## src/rtl/text_console.sv

```systemverilog
// Writer side of the 80x25 text video memory: byte stream in, char/attr
// cells, hardware scroll and clear out through the RAM's second port.
//
// state   | meaning
// IDLE    | waiting for a byte, in_ready high
// WCHAR   | writing the character byte of the current cell
// WATTR   | writing the attribute byte of the current cell
// ADVANCE | updating the cursor / dispatching control codes
// SCR_RD  | scroll: reading the byte one row below
// SCR_WR  | scroll: writing that byte one row up
// FILL    | writing FILL_CHAR/attr pairs (clear or last row after scroll)
module text_console #(
  parameter int         COLS      = 80,
  parameter int         ROWS      = 25,
  parameter logic [7:0] FILL_CHAR = 8'h20
) (
  input  logic        CLOCK,
  input  logic        RESET,
  input  logic [7:0]  in_data,
  input  logic [7:0]  in_attr,
  input  logic        in_valid,
  output logic        in_ready,
  output logic        busy,
  output logic [7:0]  cursor_x,
  output logic [7:0]  cursor_y,
  output logic [12:0] mem_address,
  output logic [7:0]  mem_wdata,
  output logic        mem_we,
  input  logic [7:0]  mem_rdata
);

  localparam logic [12:0] ROW_BYTES   = 13'(2 * COLS);
  localparam logic [12:0] SCREEN_LAST = 13'(2 * COLS * ROWS - 1);
  localparam logic [12:0] SCROLL_LAST = 13'(2 * COLS * (ROWS - 1) - 1);
  localparam logic [7:0]  X_LAST      = 8'(COLS - 1);
  localparam logic [7:0]  Y_LAST      = 8'(ROWS - 1);

  localparam logic [7:0] CH_BS = 8'h08;
  localparam logic [7:0] CH_LF = 8'h0A;
  localparam logic [7:0] CH_FF = 8'h0C;
  localparam logic [7:0] CH_CR = 8'h0D;

  typedef enum logic [2:0] {
    IDLE, WCHAR, WATTR, ADVANCE, SCR_RD, SCR_WR, FILL
  } state_t;

  state_t      state_q, state_d;
  logic [7:0]  x_q, x_d;
  logic [7:0]  y_q, y_d;
  logic [7:0]  data_q, data_d;
  logic [7:0]  attr_q, attr_d;
  logic [12:0] idx_q, idx_d;

  logic [12:0] cell_idx;
  logic [12:0] cell_addr;

  // Character byte of the cell under the cursor; the attribute is the next byte.
  assign cell_idx  = {5'b0, x_q} + 13'(y_q) * 13'(COLS);
  assign cell_addr = {cell_idx[11:0], 1'b0};

  assign in_ready = (state_q == IDLE);
  assign busy     = ~in_ready;
  assign cursor_x = x_q;
  assign cursor_y = y_q;

  // State, cursor, latched byte/attribute and scroll/fill index registers.
  always_ff @(posedge CLOCK or posedge RESET) begin
    if (RESET) begin
      state_q <= IDLE;
      x_q     <= 8'd0;
      y_q     <= 8'd0;
      data_q  <= 8'd0;
      attr_q  <= 8'h07;
      idx_q   <= 13'd0;
    end else begin
      state_q <= state_d;
      x_q     <= x_d;
      y_q     <= y_d;
      data_q  <= data_d;
      attr_q  <= attr_d;
      idx_q   <= idx_d;
    end
  end

  // Next-state, cursor arithmetic and RAM port drive.
  always_comb begin
    state_d     = state_q;
    x_d         = x_q;
    y_d         = y_q;
    data_d      = data_q;
    attr_d      = attr_q;
    idx_d       = idx_q;
    mem_we      = 1'b0;
    mem_address = 13'd0;
    mem_wdata   = 8'd0;
    case (state_q)
      IDLE: begin
        if (in_valid) begin
          data_d  = in_data;
          attr_d  = in_attr;
          state_d = (in_data inside {CH_BS, CH_LF, CH_FF, CH_CR}) ? ADVANCE : WCHAR;
        end
      end
      WCHAR: begin
        mem_we      = 1'b1;
        mem_address = cell_addr;
        mem_wdata   = data_q;
        state_d     = WATTR;
      end
      WATTR: begin
        mem_we      = 1'b1;
        mem_address = {cell_idx[11:0], 1'b1};
        mem_wdata   = attr_q;
        state_d     = ADVANCE;
      end
      ADVANCE: begin
        state_d = IDLE;
        case (data_q)
          CH_CR: x_d = 8'd0;
          CH_BS: if (x_q != 8'd0) x_d = x_q - 8'd1;
          CH_LF: begin
            x_d = 8'd0;
            if (y_q == Y_LAST) begin
              state_d = SCR_RD;
              idx_d   = 13'd0;
            end else begin
              y_d = y_q + 8'd1;
            end
          end
          CH_FF: begin
            state_d = FILL;
            idx_d   = 13'd0;
          end
          default: begin
            if (x_q == X_LAST) begin
              x_d = 8'd0;
              // Cursor stays on the last row while the screen moves up.
              if (y_q == Y_LAST) begin
                state_d = SCR_RD;
                idx_d   = 13'd0;
              end else begin
                y_d = y_q + 8'd1;
              end
            end else begin
              x_d = x_q + 8'd1;
            end
          end
        endcase
      end
      SCR_RD: begin
        mem_address = idx_q + ROW_BYTES;
        state_d     = SCR_WR;
      end
      SCR_WR: begin
        mem_we      = 1'b1;
        mem_address = idx_q;
        mem_wdata   = mem_rdata;
        idx_d       = idx_q + 13'd1;
        state_d     = (idx_q == SCROLL_LAST) ? FILL : SCR_RD;
      end
      FILL: begin
        mem_we      = 1'b1;
        mem_address = idx_q;
        mem_wdata   = idx_q[0] ? attr_q : FILL_CHAR;
        if (idx_q == SCREEN_LAST) begin
          state_d = IDLE;
          if (data_q == CH_FF) begin
            x_d = 8'd0;
            y_d = 8'd0;
          end
        end else begin
          idx_d = idx_q + 13'd1;
        end
      end
      default: state_d = IDLE;
    endcase
  end

endmodule

```

## config.mk

```make
export PLATFORM = sky130hd
export DESIGN_NAME = text_console
export DESIGN_NICKNAME = d
export VERILOG_FILES = /design/src/rtl/text_console.sv
export SDC_FILE = /design/constraint.sdc
export NUM_CORES = 1
export LEC_CHECK = 0
export BUFFER_PORTS_ARGS = -buffer_cell sky130_fd_sc_hd__buf_2
export CAP_MARGIN = 5
export CORE_ASPECT_RATIO = 0.5
export CORE_UTILIZATION = 55
export CTS_CLUSTER_SIZE = 25
export DETAILED_ROUTE_END_ITERATION = 10
export GPL_TIMING_DRIVEN = 0
export PLACE_DENSITY = 0.78
export SYNTH_ARGS = -nofsm -noshare
export SYNTH_HDL_FRONTEND = slang
export SYNTH_SLANG_ARGS = --single-unit
```

## constraint.sdc

```tcl
create_clock -name CLOCK -period 2.8 [get_ports CLOCK]
set_clock_uncertainty 0.05 [all_clocks]
set_input_delay 0.14 -clock CLOCK [delete_from_list [all_inputs] [get_ports CLOCK]]
set_output_delay 0.14 -clock CLOCK [all_outputs]
set_load 0.1 [all_outputs]
```

==> results_dict.tcl, run 1 <==
set metrics [dict create \
    violations "negative setup slack" \
    ant_nets 0 \
    seq_area_frac_synth 0.301 \
    drive_above_1_share 0.300 \
    path_clk_slew_ps 70 \
    dr.first_iter.drc_count 344 \
    cts_made_buffers 5 \
    rsz0062_at_grt "yes" \
    yosysMostFrequentCell "dfrtp_1" \
    drv_slew 0 \
    crit_path_frequent_cell "ha_4" \
    crit_required_ps 2610 \
    drt_pass1_iterations 5 \
    min_path_type "input port to flop" \
    syn_area_per_cell_um2 8.50 \
    viasPerCell 6.39 \
    grt_pass1_wl_mm 18.7 \
    num_antenna_cells 0 \
    synthXorXnorAreaFrac 0.0262 \
    initial_core_util 0.584 \
    relSlewSlack 0.566 \
    grt_remaining_overflow 0 \
    area_growth_pct 26.3 \
    whs_ps 32.4 \
    fmax_mhz 344 \
    yosysTopAreaCell "dfrtp_1" \
    yosys.cell_types.count 69 \
    synth-simple-area-share 0.242 \
    coreArea_um2 6860 \
    routedWlPerCell_um 17.7 \
    multiInputGateArea_um2 2870 \
    synth.area.top_cells "dfrtp_1 (28%), ha_1 (6.2%), mux2_2 (4.8%)" \
    place_area_um2 4610 \
    netlist_instances 471 \
    fin_nets 604 \
    seqCellArea_um2 1220 \
    fin_crit_ps 2900 \
    htreeDepth 2 \
    synth_seq_cells 48 \
    setup_viol 3 \
    cts_sinks 48 \
    cpMaxStageDelayCell "dfrtp_4" \
    hold_violations 0 \
    hpwl_mm 8.32 \
    setup_slack_ps -104 \
    synth_warnings 0 \
    io_buffers 66 \
    worstPathArrival_ps 2710 \
    synth_compound_area_frac 0.244 \
    critPathMaxFanout 4 \
    synth_fp_nets 520 \
    fillers 520 \
    grt_max_degree 29 \
    status "complete, but fails checks" \
    synth_top_area_share 0.281 \
    crit_path_max_incr_delay_ps 500 \
    crit_family "adder cells" \
    yosys.area_share.adder 0.0725 \
    drc_errors 0 \
    track_usage 0.313 \
    netlist_top_cells_count "dfrtp_1 (45), nand2_1 (39), nor2_1 (33)" \
    path_cells "ha_4, ha_4, fa_2, xor2_4, nand2_2, nor4b_4, xnor2_1, a22o_4, buf_12" \
    cts_tree "yes" \
    synthMuxAreaShare 0.0653 \
    syn_area_um2 4010 \
    grt_pass1_vias 3797 \
    synth-edff-count 0 \
    async_flop_share 1.00 \
    utilization 0.738 \
    wl_mm 11.5 \
    synth_top_family_by_area "compound AO/OA/AOI/OAI gates" \
    design.die.area_um2 7650 \
    drv_cap 0 \
    via_count 4138 \
    cts_buffer_depth 2 \
    cts-root-buf "clkbuf_16" \
    synth_top_flop_cell "dfrtp_1" \
    io_pins 67 \
    end_kind "output pin" \
    die_w_um 123 \
    die_h_um 62.3 \
    insertion_delay_ps 290 \
    crit_buf_inv 1 \
    startpoint_type "flop" \
    crit_type "flop to output pin" \
    antenna_found_initial 0 \
    min_period_over_period 1.04 \
    place_congestion 0.899 \
    stdcell_area_um2 5060 \
    num_rows 21 \
    worst_pin_slew_ps 646 \
]
[path summary, 6_finish.rpt]
path / startpoint / to / slack (ps) / cells after the start
setup / recovery: cursor_y[1]$_DFFE_PP0P_ / mem_address[12] / -100 / 9
hold / removal: in_attr[7] / attr_q[7]$_DFFE_PP0P_ / 30 / 2
setup reg to reg: cursor_y[1]$_DFFE_PP0P_ / idx_q[0]$_DFFE_PP0P_ / 130 / 8
hold reg to reg: attr_q[5]$_DFFE_PP0P_ / attr_q[5]$_DFFE_PP0P_ / 460 / 1
max in group asynchronous: RESET / attr_q[2]$_DFFE_PP1P_ / 1730 / 4
min in group asynchronous: RESET / attr_q[4]$_DFFE_PP0P_ / 400 / 3
[per-layer routing]
metal | GRT usage | vias up | share of wire
li1 | - | 1948 | -
met5 | 0 | - | 0
met3 | 0.0873 | 17 | 0.095
met4 | 0.0671 | 0 | 0.013
met2 | 0.454 | 203 | 0.42
met1 | 0.459 | 1970 | 0.47
[repair_timing]
| action | 4_1_cts | 5_1_grt |
|---|---|---|
| pin swaps | 10 | 8 |
| hold buffers | 1 | 0 |
| endpoints found under the hold margin | 18 | 0 |
| endpoints found under the setup margin | 9 | 15 |
| gates resized for setup | 34 | 14 |
| setup buffers | 7 | 2 |
[sequential cells by signal, summed over array words and instances, names as in the netlist]
register and cells:
state_q 3, cursor_y 8, cursor_x 8, data_q 8, idx_q 13, attr_q 8
[per-stage QoR]
step	cells	setup TNS (ps)	setup WS, ps
after floorplan	471	-1140	-460
after global placement	629	-217	-125
after detailed placement	630	-361	-191
after CTS	646	-127	-77.4
after global routing	648	-421	-209
final	648	-158	-104
[final cells by class]
type | count | share of cell area
clock buffers | 8 | 0.0309
well taps | 92 | 0.0227
flip-flops and latches | 48 | 0.241
inverters | 18 | 0.0141
multi-input cells | 373 | 0.567
repair buffers | 77 | 0.0977
plain buffers | 32 | 0.0267
[placed cells by master (no fill, tap or decap), types with 16 or more instances in the layout]
master	synthesis	layout
buf_2	4	65
nand2_1	39	38
dfrtp_1	45	36
nor2_1	33	29
clkbuf_1	27	23
a21oi_1	22	21
nand3_1	22	21
o21ai_0	21	18
mux2_2	17	17
inv_1	18	16
[kinds of logic after synthesis]
group / count (synthesis)
AND/OR/NAND/NOR: 179
XOR/XNOR: 12
multiplexers: 24
AO/OA/AOI/OAI: 136
adder cells (fa/ha/maj): 22
flip-flops: 48
buffers and inverters: 50
Power of run 1 is not shown: default switching activity piles up to over one toggle a cycle in this logic, so the estimate is an artifact.
==> run 2, diff against run 1 <==
- CORE_MARGIN: not set -> 2
- CORE_UTILIZATION: 55 -> 30
- PLACE_DENSITY: 0.78 -> not set
- clock period: 2.8 -> 3.5 ns (I/O delays scaled with it)
==> run 2 against run 1 <==
  * The flow finishes with violations (design-rule violations)
  * Hold slack gained 27 ps
  * Die area grew 88%
  * Final area shrank 5.2%
  * Largest cell class unchanged
  * Highest routed layer unchanged
==> results_dict.tcl, run 2 (synthesis results as in run 1) <==
set metrics [dict create \
    rsz0062_at_grt "no" \
    drc_errors 1 \
    setup_slack_ps 203 \
    place_congestion 0.878 \
    cts_buffer_depth 2 \
    drive_above_1_share 0.221 \
    relSlewSlack 0.337 \
    die_w_um 167 \
    min_path_type "input port to flop" \
    grt_pass1_vias 3775 \
    grt_remaining_overflow 0 \
    place_area_um2 4610 \
    multiInputGateArea_um2 2650 \
    min_period_over_period 0.942 \
    io_pins 67 \
    critPathMaxFanout 8 \
    num_rows 29 \
    num_antenna_cells 0 \
    dp_slack_ps 352 \
    viasPerCell 5.54 \
    htreeDepth 2 \
    reg2reg_depth 5 \
    initial_core_util 0.312 \
    fin_crit_ps 3300 \
    coreArea_um2 12800 \
    wl_mm 11.8 \
    fillers 1346 \
    drv_slew 0 \
    dr.first_iter.drc_count 275 \
    cts_sinks 48 \
    hold_violations 0 \
    path_clk_slew_ps 70 \
    worst_pin_slew_ps 988 \
    whs_ps 59.6 \
    fmax_mhz 303 \
    end_kind "output pin" \
    grt_pass1_wl_mm 19.6 \
    fin_setup_tns_ps 0 \
    seqCellArea_um2 1210 \
    design.die.area_um2 14300 \
    setup_viol 0 \
    hpwl_mm 8.96 \
    startpoint_type "flop" \
    crit_required_ps 3270 \
    status "complete, but fails checks" \
    cts_made_buffers 5 \
    grt_max_degree 27 \
    regMostFlops "idx_q" \
    routedWlPerCell_um 16.5 \
    crit_type "flop to output pin" \
    fin_nets 595 \
    insertion_delay_ps 300 \
    die_h_um 85.7 \
    io_buffers 66 \
    final_common_cell "buf_2" \
    reg2reg_slack_ps 820 \
    drv_cap 0 \
    worstPathArrival_ps 3070 \
    track_usage 0.169 \
    whs_path_depth 2 \
    cts_tree "yes" \
    final_cell_mix "buf_2 (69), dfrtp_1 (42), nand2_1 (39)" \
    area_growth_pct 19.7 \
    drt_pass1_iterations 8 \
    ant_nets 0 \
    violations "design-rule violations" \
    antenna_found_initial 0 \
    cts-root-buf "clkbuf_16" \
    via_count 3971 \
    largest_register_ffs 13 \
    stdcell_area_um2 4800 \
]
==> run 2: cell types whose count changed in the layout (fill, tap and decap cells not counted), moves of 5 or more <==
cell,delta
ha_1,+5
buf_4,-8
clkbuf_1,+5
dfrtp_1,+6
ha_4,-5
clkbuf_2,-5
==> run 2: timing repair <==
item                                   in CTS  in global routing
setup buffers                               0                  0
endpoints found under the hold margin      19                  0
gates resized for setup                     0                  2
setup endpoints to repair                   0                  1
hold buffers                                1                  0
==> run 2: cell type report <==
class | instances | area share
Inverter | 18 | 0.0141
Clock buffer | 6 | 0.0269
Buffer | 32 | 0.0269
Clock inverter | 2 | 0.00730
Timing Repair Buffer | 68 | 0.0757
Sequential cell | 48 | 0.252
Tap cell | 170 | 0.0444
Multi-Input combinational cell | 373 | 0.553
==> run 2: per-layer routing <==
metal,share of wire,vias up,GRT usage
met4,0.011,0,0.0387
met3,0.045,14,0.0249
met5,0,-,0
li1,-,1929,-
met2,0.43,132,0.264
met1,0.51,1896,0.249
==> run 2: final timing paths <==
check | from | end
worst max-delay path | cursor_y[1]$_DFFE_PP0P_ | mem_address[12]
worst min-delay path | in_attr[7] | attr_q[7]$_DFFE_PP0P_
worst max register to register | data_q[4]$_DFFE_PP0P_ | cursor_x[3]$_DFFE_PP0P_
worst min register to register | attr_q[7]$_DFFE_PP0P_ | attr_q[7]$_DFFE_PP0P_
max in group asynchronous | RESET | cursor_y[3]$_DFFE_PP0P_
min in group asynchronous | RESET | attr_q[6]$_DFFE_PP0P_
==> run 2: per-stage QoR <==
| step | instances | util |
|---|---|---|
| after floorplan | 471 | - |
| after detailed placement | 708 | 0.359 |
| final | 717 | 0.373 |
| after global placement | 707 | 0.357 |
| after CTS | 717 | 0.373 |
| after global routing | 717 | 0.373 |
==> run 2: critical path: stages, from the launching register on <==
cell and delay, ps:
dfrtp_2 480, ha_1 310, ha_1 220, fa_1 430
xor2_2 240, nand2_1 90, nor4b_1 340, xnor2_1 180
a22o_2 160, clkbuf_4 330
Power of run 2 is left out for the same reason.
==> run 3, diff against run 2 <==
- RECOVER_POWER: not set -> 50
- REMOVE_ABC_BUFFERS: not set -> 1
- clock period: 3.5 -> 3.7 ns (I/O delays scaled with it)
==> run 3 against run 2 <==
  * The run ends with design-rule violations, max-capacitance violations, max-slew violations left
  * Sequential share of layout area up 1.2 points
  * Routed wire length fell by 4.6%
  * Via count fell by 4.1%
  * Utilization shrank 1.8 points
==> results_dict.tcl, run 3 (synthesis results as in run 1) <==
set metrics [dict create \
    status "complete, but fails checks" \
    violations "design-rule violations, max-capacitance violations, max-slew violations" \
    drive_above_1_share 0.167 \
    num_antenna_cells 0 \
    place_area_um2 4440 \
    critPathMaxFanout 8 \
    grt_remaining_overflow 0 \
    dr.first_iter.drc_count 303 \
    cts_sinks 48 \
    drv_cap 1 \
    path_cells "ha_1, ha_1, fa_1, xor2_1, nand2_1, nor4b_1, xnor2_1, a22o_1, clkbuf_4" \
    cpMaxStageDelayCell "dfrtp_1" \
    min_period_over_period 0.937 \
    io_pins 67 \
    viasPerCell 5.56 \
    drt_pass1_iterations 8 \
    final_common_cell "buf_2" \
    hold_violations 0 \
    die_h_um 85.7 \
    crit_required_ps 3460 \
    via_count 3807 \
    final_cell_mix "buf_2 (46), dfrtp_1 (45), nand2_1 (39)" \
    cts_tree "yes" \
    num_rows 29 \
    drc_errors 1 \
    die_w_um 167 \
    dp.cells 676 \
    insertion_delay_ps 300 \
    grt_pass1_vias 3543 \
    relSlewSlack -0.401 \
    area_growth_pct 13.9 \
    stdcell_area_um2 4560 \
    crit_buf_inv 1 \
    initial_core_util 0.312 \
    cts-root-buf "clkbuf_16" \
    htreeDepth 2 \
    min_path_type "input port to flop" \
    track_usage 0.159 \
    ant_nets 0 \
    crit_family "adder cells" \
    fin_nets 563 \
    cts_made_buffers 5 \
    crit_type "flop to output pin" \
    hpwl_mm 8.19 \
    path_clk_slew_ps 80 \
    crit_path_frequent_cell "ha_1" \
    grt_max_degree 39 \
    end_kind "output pin" \
    place_congestion 0.853 \
    grt_pass1_wl_mm 18.5 \
    regMostFlops "idx_q" \
    fmax_mhz 288 \
    coreArea_um2 12800 \
    cts_buffer_depth 2 \
    routedWlPerCell_um 16.5 \
    crit_path_max_incr_delay_ps 500 \
    io_buffers 66 \
    worst_pin_slew_ps 2100 \
    startpoint_type "flop" \
    worstPathArrival_ps 3230 \
    design.die.area_um2 14300 \
    largest_register_ffs 13 \
    setup_viol 0 \
    rsz0062_at_grt "no" \
    wl_mm 11.3 \
    final_cells 685 \
    drv_slew 37 \
    fin_crit_ps 3470 \
    antenna_found_initial 0 \
]
run 3: worst paths after layout:
path                                         start                       to  slack, ps  depth (start not counted)
setup / recovery           cursor_y[1]$_DFFE_PP0P_          mem_address[12]        230                          9
hold / removal                          in_attr[3]    attr_q[3]$_DFFE_PP0P_         70                          2
setup reg to reg            state_q[2]$_DFFE_PP0P_  cursor_x[2]$_DFFE_PP0P_        390                          4
hold reg to reg              attr_q[5]$_DFFE_PP0P_    attr_q[5]$_DFFE_PP0P_        460                          1
max in group asynchronous                    RESET  cursor_y[0]$_DFFE_PP0P_        860                          4
min in group asynchronous                    RESET    attr_q[6]$_DFFE_PP0P_        400                          3
run 3: cell type report:
cell class	count	area [µm²]
Inverter	18	67.6
Tap cell	170	213
Timing Repair Buffer	68	327
Sequential cell	48	1200
Clock buffer	5	125
Fill cell	1353	8280
Multi-Input combinational cell	373	2600
Clock inverter	3	21.3
run 3: what timing repair did:
| item | 4_1_cts | 5_1_grt |
|---|---|---|
| setup endpoints to repair | 0 | 2 |
| hold buffers | 1 | 0 |
| hold endpoints to repair | 11 | 0 |
| resized for setup | 0 | 2 |
| buffers inserted | 0 | 0 |
run 3: metrics by stage:
step                utilization  setup WS [ps]  hold slack (ps)  setup TNS, ps
finish                    0.355            232             70.3              0
floorplan                     -          -1440              252         -11650
global placement          0.344            506              371              0
CTS                       0.358           96.9             66.3              0
detailed placement        0.346            447              102              0
global route              0.355           26.6             67.0              0
run 3: metal layers:
| metal | GRT usage | share of wire | vias to the layer above | wire length (µm) |
|---|---|---|---|---|
| li1 | - | - | 1860 | - |
| met1 | 0.234 | 0.51 | 1847 | 5770 |
| met2 | 0.252 | 0.45 | 93 | 5050 |
| met3 | 0.0180 | 0.034 | 7 | 383 |
| met4 | 0.0348 | 0.0071 | 0 | 80 |
| met5 | 0 | 0 | - | 0 |
Power of run 3 is left out for the same reason.
